==> src/rtl/relu_stream_sequencer_if.sv <==
// Pixel-vector stream bundle between the conv engine, the activation sequencer and writeback.
// The sequencer takes the slave view; the producer/consumer side takes the master view.
interface relu_stream_sequencer_if #(
    parameter int DATA_W = 72
) ();
    logic              in_valid;
    logic              in_ready;
    logic [DATA_W-1:0] in_data;
    logic              out_valid;
    logic              out_ready;
    logic [DATA_W-1:0] out_data;
    logic              out_last;

    modport slave (
        input  in_valid, in_data, out_ready,
        output in_ready, out_valid, out_data, out_last
    );

    modport master (
        output in_valid, in_data, out_ready,
        input  in_ready, out_valid, out_data, out_last
    );
endinterface

==> src/rtl/relu_stream_sequencer.sv <==
// Activation-stage frame controller: per-channel ReLU (or bypass) on a pixel-vector stream,
// counting pixels against a latched frame length and tagging the last vector.
module relu_stream_sequencer #(
    parameter int DATA_WIDTH   = 8,
    parameter int OUT_CHANNELS = 9,
    parameter int PIX_CNT_W    = 20
) (
    input  logic                 clk,
    input  logic                 reset,
    input  logic                 cfg_start,
    input  logic                 cfg_relu_en,
    input  logic [PIX_CNT_W-1:0] cfg_num_pixels,
    output logic                 busy,
    output logic                 frame_done,
    relu_stream_sequencer_if.slave s
);
    localparam int VEC_W = OUT_CHANNELS * DATA_WIDTH;

    typedef enum logic [1:0] {
        IDLE = 2'd0,
        RUN  = 2'd1,
        DONE = 2'd2
    } state_t;

    state_t               state_q, state_d;
    logic                 relu_en_q, relu_en_d;
    logic [PIX_CNT_W-1:0] num_pixels_q, num_pixels_d;
    logic [PIX_CNT_W-1:0] acc_cnt_q, acc_cnt_d;
    logic                 out_valid_q, out_valid_d;
    logic                 out_last_q, out_last_d;
    logic [VEC_W-1:0]     out_data_q, out_data_d;

    logic [PIX_CNT_W-1:0] acc_inc;
    logic [VEC_W-1:0]     act_data;
    logic                 in_ready;
    logic                 in_xfer;
    logic                 out_xfer;

    assign acc_inc  = acc_cnt_q + {{(PIX_CNT_W-1){1'b0}}, 1'b1};
    // Input is only taken when the output register is free or draining this cycle,
    // which gives full throughput without needing a skid buffer.
    assign in_ready = (state_q == RUN) && (acc_cnt_q < num_pixels_q)
                      && (!out_valid_q || s.out_ready);
    assign in_xfer  = s.in_valid && in_ready;
    assign out_xfer = out_valid_q && s.out_ready;

    assign s.in_ready  = in_ready;
    assign s.out_valid = out_valid_q;
    assign s.out_data  = out_data_q;
    assign s.out_last  = out_last_q;

    always_comb begin
        act_data = '0;
        for (int c = 0; c < OUT_CHANNELS; c++) begin
            act_data[c*DATA_WIDTH +: DATA_WIDTH] =
                (relu_en_q && s.in_data[c*DATA_WIDTH + DATA_WIDTH - 1])
                    ? '0 : s.in_data[c*DATA_WIDTH +: DATA_WIDTH];
        end
    end

    always_ff @(posedge clk or posedge reset) begin
        if (reset) begin
            state_q      <= IDLE;
            relu_en_q    <= 1'b0;
            num_pixels_q <= '0;
            acc_cnt_q    <= '0;
            out_valid_q  <= 1'b0;
            out_last_q   <= 1'b0;
            out_data_q   <= '0;
        end else begin
            state_q      <= state_d;
            relu_en_q    <= relu_en_d;
            num_pixels_q <= num_pixels_d;
            acc_cnt_q    <= acc_cnt_d;
            out_valid_q  <= out_valid_d;
            out_last_q   <= out_last_d;
            out_data_q   <= out_data_d;
        end
    end

    always_comb begin
        state_d = state_q;
        case (state_q)
            IDLE: if (cfg_start) state_d = (cfg_num_pixels != '0) ? RUN : DONE;
            RUN:  if (out_xfer && out_last_q) state_d = DONE;
            DONE: state_d = IDLE;
            default: state_d = IDLE;
        endcase
    end

    always_comb begin
        relu_en_d    = relu_en_q;
        num_pixels_d = num_pixels_q;
        acc_cnt_d    = acc_cnt_q;
        out_valid_d  = out_valid_q;
        out_last_d   = out_last_q;
        out_data_d   = out_data_q;
        if (state_q == IDLE && cfg_start) begin
            relu_en_d    = cfg_relu_en;
            num_pixels_d = cfg_num_pixels;
            acc_cnt_d    = '0;
        end
        if (in_xfer) begin
            acc_cnt_d   = acc_inc;
            out_valid_d = 1'b1;
            out_data_d  = act_data;
            out_last_d  = (acc_inc == num_pixels_q);
        end else if (s.out_ready) begin
            out_valid_d = 1'b0;
            out_last_d  = 1'b0;
        end
    end

    always_comb begin
        busy       = (state_q == RUN);
        frame_done = (state_q == DONE);
    end
endmodule

==> src/flat_wrapper.sv <==
// flat-port wrapper written by rule: the top's interface ports become plain ports
module relu_stream_sequencer_flat 
#(
    parameter int DATA_WIDTH   = 8,
    parameter int OUT_CHANNELS = 9,
    parameter int PIX_CNT_W    = 20
)
  (clk, reset, cfg_start, cfg_relu_en, cfg_num_pixels, busy, frame_done, s_in_valid, s_in_data, s_out_ready, s_in_ready, s_out_valid, s_out_data, s_out_last);
  relu_stream_sequencer_if #(.DATA_W(((8) * (9)))) s_i ();
  input  logic clk;
  input  logic reset;
  input  logic cfg_start;
  input  logic cfg_relu_en;
  input  logic [PIX_CNT_W-1:0] cfg_num_pixels;
  output logic busy;
  output logic frame_done;
  input wire logic [$bits(s_i.in_valid)-1:0] s_in_valid;
  input wire logic [$bits(s_i.in_data)-1:0] s_in_data;
  input wire logic [$bits(s_i.out_ready)-1:0] s_out_ready;
  output wire logic [$bits(s_i.in_ready)-1:0] s_in_ready;
  output wire logic [$bits(s_i.out_valid)-1:0] s_out_valid;
  output wire logic [$bits(s_i.out_data)-1:0] s_out_data;
  output wire logic [$bits(s_i.out_last)-1:0] s_out_last;
  assign s_i.in_valid = s_in_valid;
  assign s_i.in_data = s_in_data;
  assign s_i.out_ready = s_out_ready;
  assign s_in_ready = s_i.in_ready;
  assign s_out_valid = s_i.out_valid;
  assign s_out_data = s_i.out_data;
  assign s_out_last = s_i.out_last;
  relu_stream_sequencer #(.DATA_WIDTH(DATA_WIDTH), .OUT_CHANNELS(OUT_CHANNELS), .PIX_CNT_W(PIX_CNT_W)) u_core (.clk(clk), .reset(reset), .cfg_start(cfg_start), .cfg_relu_en(cfg_relu_en), .cfg_num_pixels(cfg_num_pixels), .busy(busy), .frame_done(frame_done), .s(s_i));
endmodule
==> config.mk <==
export PLATFORM = sky130hd
export DESIGN_NAME = relu_stream_sequencer_flat
export DESIGN_NICKNAME = d
export VERILOG_FILES = /design/src/rtl/relu_stream_sequencer_if.sv /design/src/rtl/relu_stream_sequencer.sv /design/src/flat_wrapper.sv
export SDC_FILE = /design/constraint.sdc
export NUM_CORES = 1
export LEC_CHECK = 0
export CAP_MARGIN = 5
export CORE_AREA = 2 2 129 131
export CTS_CLUSTER_SIZE = 12
export DETAILED_ROUTE_END_ITERATION = 7
export DIE_AREA = 0 0 131 133
export MAX_ROUTING_LAYER = met4
export PLACE_DENSITY = 0.69
export SETUP_SLACK_MARGIN = 0.4
export SYNTH_ARGS = -nofsm -noshare
export SYNTH_HDL_FRONTEND = slang
export SYNTH_SLANG_ARGS = --single-unit
export TNS_END_PERCENT = 10
==> constraint.sdc <==
create_clock -name clk -period 3.71 [get_ports clk]
set_input_delay 0.742 -clock clk [delete_from_list [all_inputs] [get_ports clk]]
set_output_delay 0.742 -clock clk [all_outputs]
set_load 0.005 [all_outputs]
==> run summary <==
After detailed routing, the average wire length per cell comes to 15.7 µm. For the setup TNS after final layout, the log shows 0 ns. The top flip-flop cell by instance count after synthesis was dfrtp_1. The nature of the critical path startpoint is a flop.

Data on the critical path is required at its endpoint by 2.97 ns. The first detailed-routing pass ran for 4 iterations. Ranked by total cell area, the synthesized netlist is headed by dfrtp_1 47%, nand2_1 12%, nand3_1 6.7%.

The fraction of registers with async set/reset works out to 1.00. In this run, synthesis inferred 0 flip-flops with an integrated enable. For the final max-slew violation count, the log shows 0. For this block, the via count after detailed routing is 5584. The worst hold-check path type is flop to flop. The net count of the mapped netlist is 819, and the die width is 131 µm. Across all hold checks on the routed design, the worst slack comes to 0.461 ns. Timing would allow up to 315 MHz. VDD sags by at most 0.000398 V.

Clock-pin slew was measured on the worst setup and hold paths at 0.06 ns. Global routing finished with a remaining overflow of 0. The die span in y came out at 133 µm. The flow ran to the end, and the final reports show no timing, DRC or antenna violations.

After technology mapping, the gate count stands at 700. TritonCTS built the clock tree. The total of endpoints with negative setup slack in the final report is 0, and the clock network latency to the later pin of the worst-skew pair is 0.42 ns.

The sequential area share after synthesis came out at 0.474. The share of power burned in the clock network was 0.234. The floorplan step defined a core boundary enclosing 16200 µm². The area fraction of the dominant cell type after synthesis is 0.474, and the number of CTS-inserted buffers is 17. After legalization and detailed placement, the total HPWL measured 12.1 mm. The number of hold buffers added after cts is 0.

The H-tree generated during clock tree synthesis spans 4 levels. The congestion estimate from routability-driven global placement came to 0.892. The number of global-route vias before repair was 5298; the utilization after layout was 0.536. Most frequent cell after synthesis: nand2_1. The initialized floorplan defines 47 standard-cell rows. The switching power of the nets was 0.00254 W; the area added between synthesis and finish was 40.5%.

Actual slew at the worst max-slew pin: 0.705 ns. The synthesized design contains 117 register bits. Of all nets on the critical path, the largest fanout is 8. For the total routing resource utilization after global routing, the log shows 0.210. Cell internal power was estimated by the tool at 0.00428 W. The net count reported at finish was 981; the synthesized area per cell was 8.82 µm². The first-pass GRT wire length came out at 27.7 mm. The layout cell share with drive strength beyond 1 came out at 0.0697.

The post-route antenna net violation count came out at 0. The biggest area consumer among synthesized cells is dfrtp_1. The tools report the clock sink count as 117. The deepest clock path buffer count is 2, and the synthesized cell area is 6170 µm². The net switching share of the total power is 0.372, and the reported leakage power is 4.02 nW. The proportion of power drawn by combinational gates was 0.428; the post-route minimum period was 3.18 ns. After detailed routing, the number of vias per cell comes to 5.10. For the initial cell density of the core, the log shows 0.382.

Setup repair after global routing left no endpoint under its margin. The tools report the initial antenna violation count as 0. The run gives 0 as the yosys synthesis warning count. Input and output buffers added on the ports amount to 174.

The tools report the type of element capturing the critical path as a primary output. Dividing total power by cell area gives a power density of 786 nW/µm². CTS placed an instance of clkbuf_16 at the clock tree root. The critical path start-end classification was flop to primary output. The ratio of final minimum period to clock period is 0.856, and the DRC violations left is 0. For this block, the routed nets add up to 17.2 mm of wire.

Data arrives at the worst endpoint at 2.43 ns. The die covers 17400 µm². The relative slew slack is 0.530. For the number of max-cap violations, the log shows 0. The run gives 0 as the number of endpoints with negative hold slack in the final report.

Counting distinct cell types in the post-synthesis netlist gives 60. The fraction of power consumed by sequential logic was 0.338; the detailed router's first-iteration violation count was 454. The final clock skew came out at 0.00651 ns. The number of antenna diodes in the final layout is 0. Entering global routing, the biggest net connects 118 pins. In the synthesized netlist, the cells that appear most often are 191 x nand2_1, 117 x dfrtp_1, 83 x nand3_1.

Pin placement for this block handled 175 I/O pins.
[registers in the layout, indices dropped and copies added, names as in the netlist]
name / count
u_core.s.out_valid: 1
u_core.s.out_data: 72
u_core.acc_cnt_q: 20
u_core.state_q: 2
u_core.s.out_last: 1
u_core.relu_en_q: 1
u_core.num_pixels_q: 20
[power by group through the flow]
| stage | clock, W | sequential (W) | combinational [W] |
|---|---|---|---|
| floorplan | 0 | 0.00221 | 0.00165 |
| global placement | 0 | 0.00230 | 0.00288 |
| detailed placement | 0 | 0.00232 | 0.00292 |
| CTS | 0.00162 | 0.00231 | 0.00295 |
| global route | 0.00167 | 0.00239 | 0.00326 |
| finish | 0.00159 | 0.00230 | 0.00292 |
[worst paths after layout]
kind                       cells after the start  slack, ns                         startpoint                                 to
setup reg to reg                               8       0.86   u_core.acc_cnt_q[18]$_DFFE_PP0P_    u_core.acc_cnt_q[7]$_DFFE_PP0P_
setup / recovery                               6       0.53   u_core.acc_cnt_q[18]$_DFFE_PP0P_                         s_in_ready
min in group asynchronous                      3       0.80                              reset  u_core.s.out_data[70]$_DFFE_PP0P_
hold / removal                                 2       0.46  u_core.s.out_data[26]$_DFFE_PP0P_  u_core.s.out_data[26]$_DFFE_PP0P_
hold reg to reg                                2       0.46  u_core.s.out_data[26]$_DFFE_PP0P_  u_core.s.out_data[26]$_DFFE_PP0P_
max in group asynchronous                      3       2.36                              reset  u_core.s.out_data[56]$_DFFE_PP0P_
[per-stage QoR]
step                worst slack [ns]  cells  instance area (µm²)  power [W]
floorplan                       1.33    700                 6180    0.00386
global placement               0.145   1062                 8090    0.00518
detailed placement             0.162   1062                 8090    0.00524
CTS                            0.496   1095                 8680    0.00688
global route                   0.416   1095                 8680    0.00733
finish                         0.535   1095                 8680    0.00682
[layer usage]
layer / vias to the layer above / share of wire / track usage
met3: 29 / 0.050 / 0.0433
met1: 2648 / 0.45 / 0.273
li1: 2748 / - / -
met5: - / 0 / -
met4: 0 / 0.023 / 0.0804
met2: 159 / 0.48 / 0.322
[cells by family after synthesis]
| logic type | count (synthesis) | share of synthesized area |
|---|---|---|
| flip-flops | 117 | 0.474 |
| adder cells (fa/ha/maj) | 21 | 0.0426 |
| AND/OR/NAND/NOR | 375 | 0.293 |
| buffers and inverters | 68 | 0.0545 |
| multiplexers | 2 | 0.00324 |
| XOR/XNOR | 20 | 0.0284 |
| AO/OA/AOI/OAI | 97 | 0.104 |
[what timing repair did]
item,CTS,global route
setup endpoints to repair,1,0
setup buffers,1,0
gates resized for setup,2,0
[worst max-delay path, stage by stage (launching register included)]
cell and delay [ns]:
dfrtp_1 0.48, ha_1 0.37, and4_1 0.21, and2_1 0.19, a21boi_0 0.40, nor3b_2 0.09, dlygate4sd2_1 0.28
[layout by cell type, fill, tap and decap left out, types with 6 or more instances in the layout]
cell type and instances:
a211o_1 12, a21oi_1 12, and3_1 10, and4_1 6, buf_4 9, clkbuf_16 17
clkdlybuf4s50_1 173, dfrtp_1 117, ha_1 21, inv_1 24, nand2_1 191, nand2b_1 15
nand3_1 83, nand4_1 10, nor2_1 8, nor3_1 12, nor4_1 10, o21ai_0 38
xnor2_1 11, xor2_1 9
[area by class of cell]
cell class,count,area [µm²]
clock buffer,19,453
sequential,117,2930
tap,220,275
clock inverter,13,123
multi-input combinational,515,2930
fill,1511,7500
inverter,25,97.6
timing repair buffer,186,1870
Note: power is estimated with default switching activity, not from simulation.
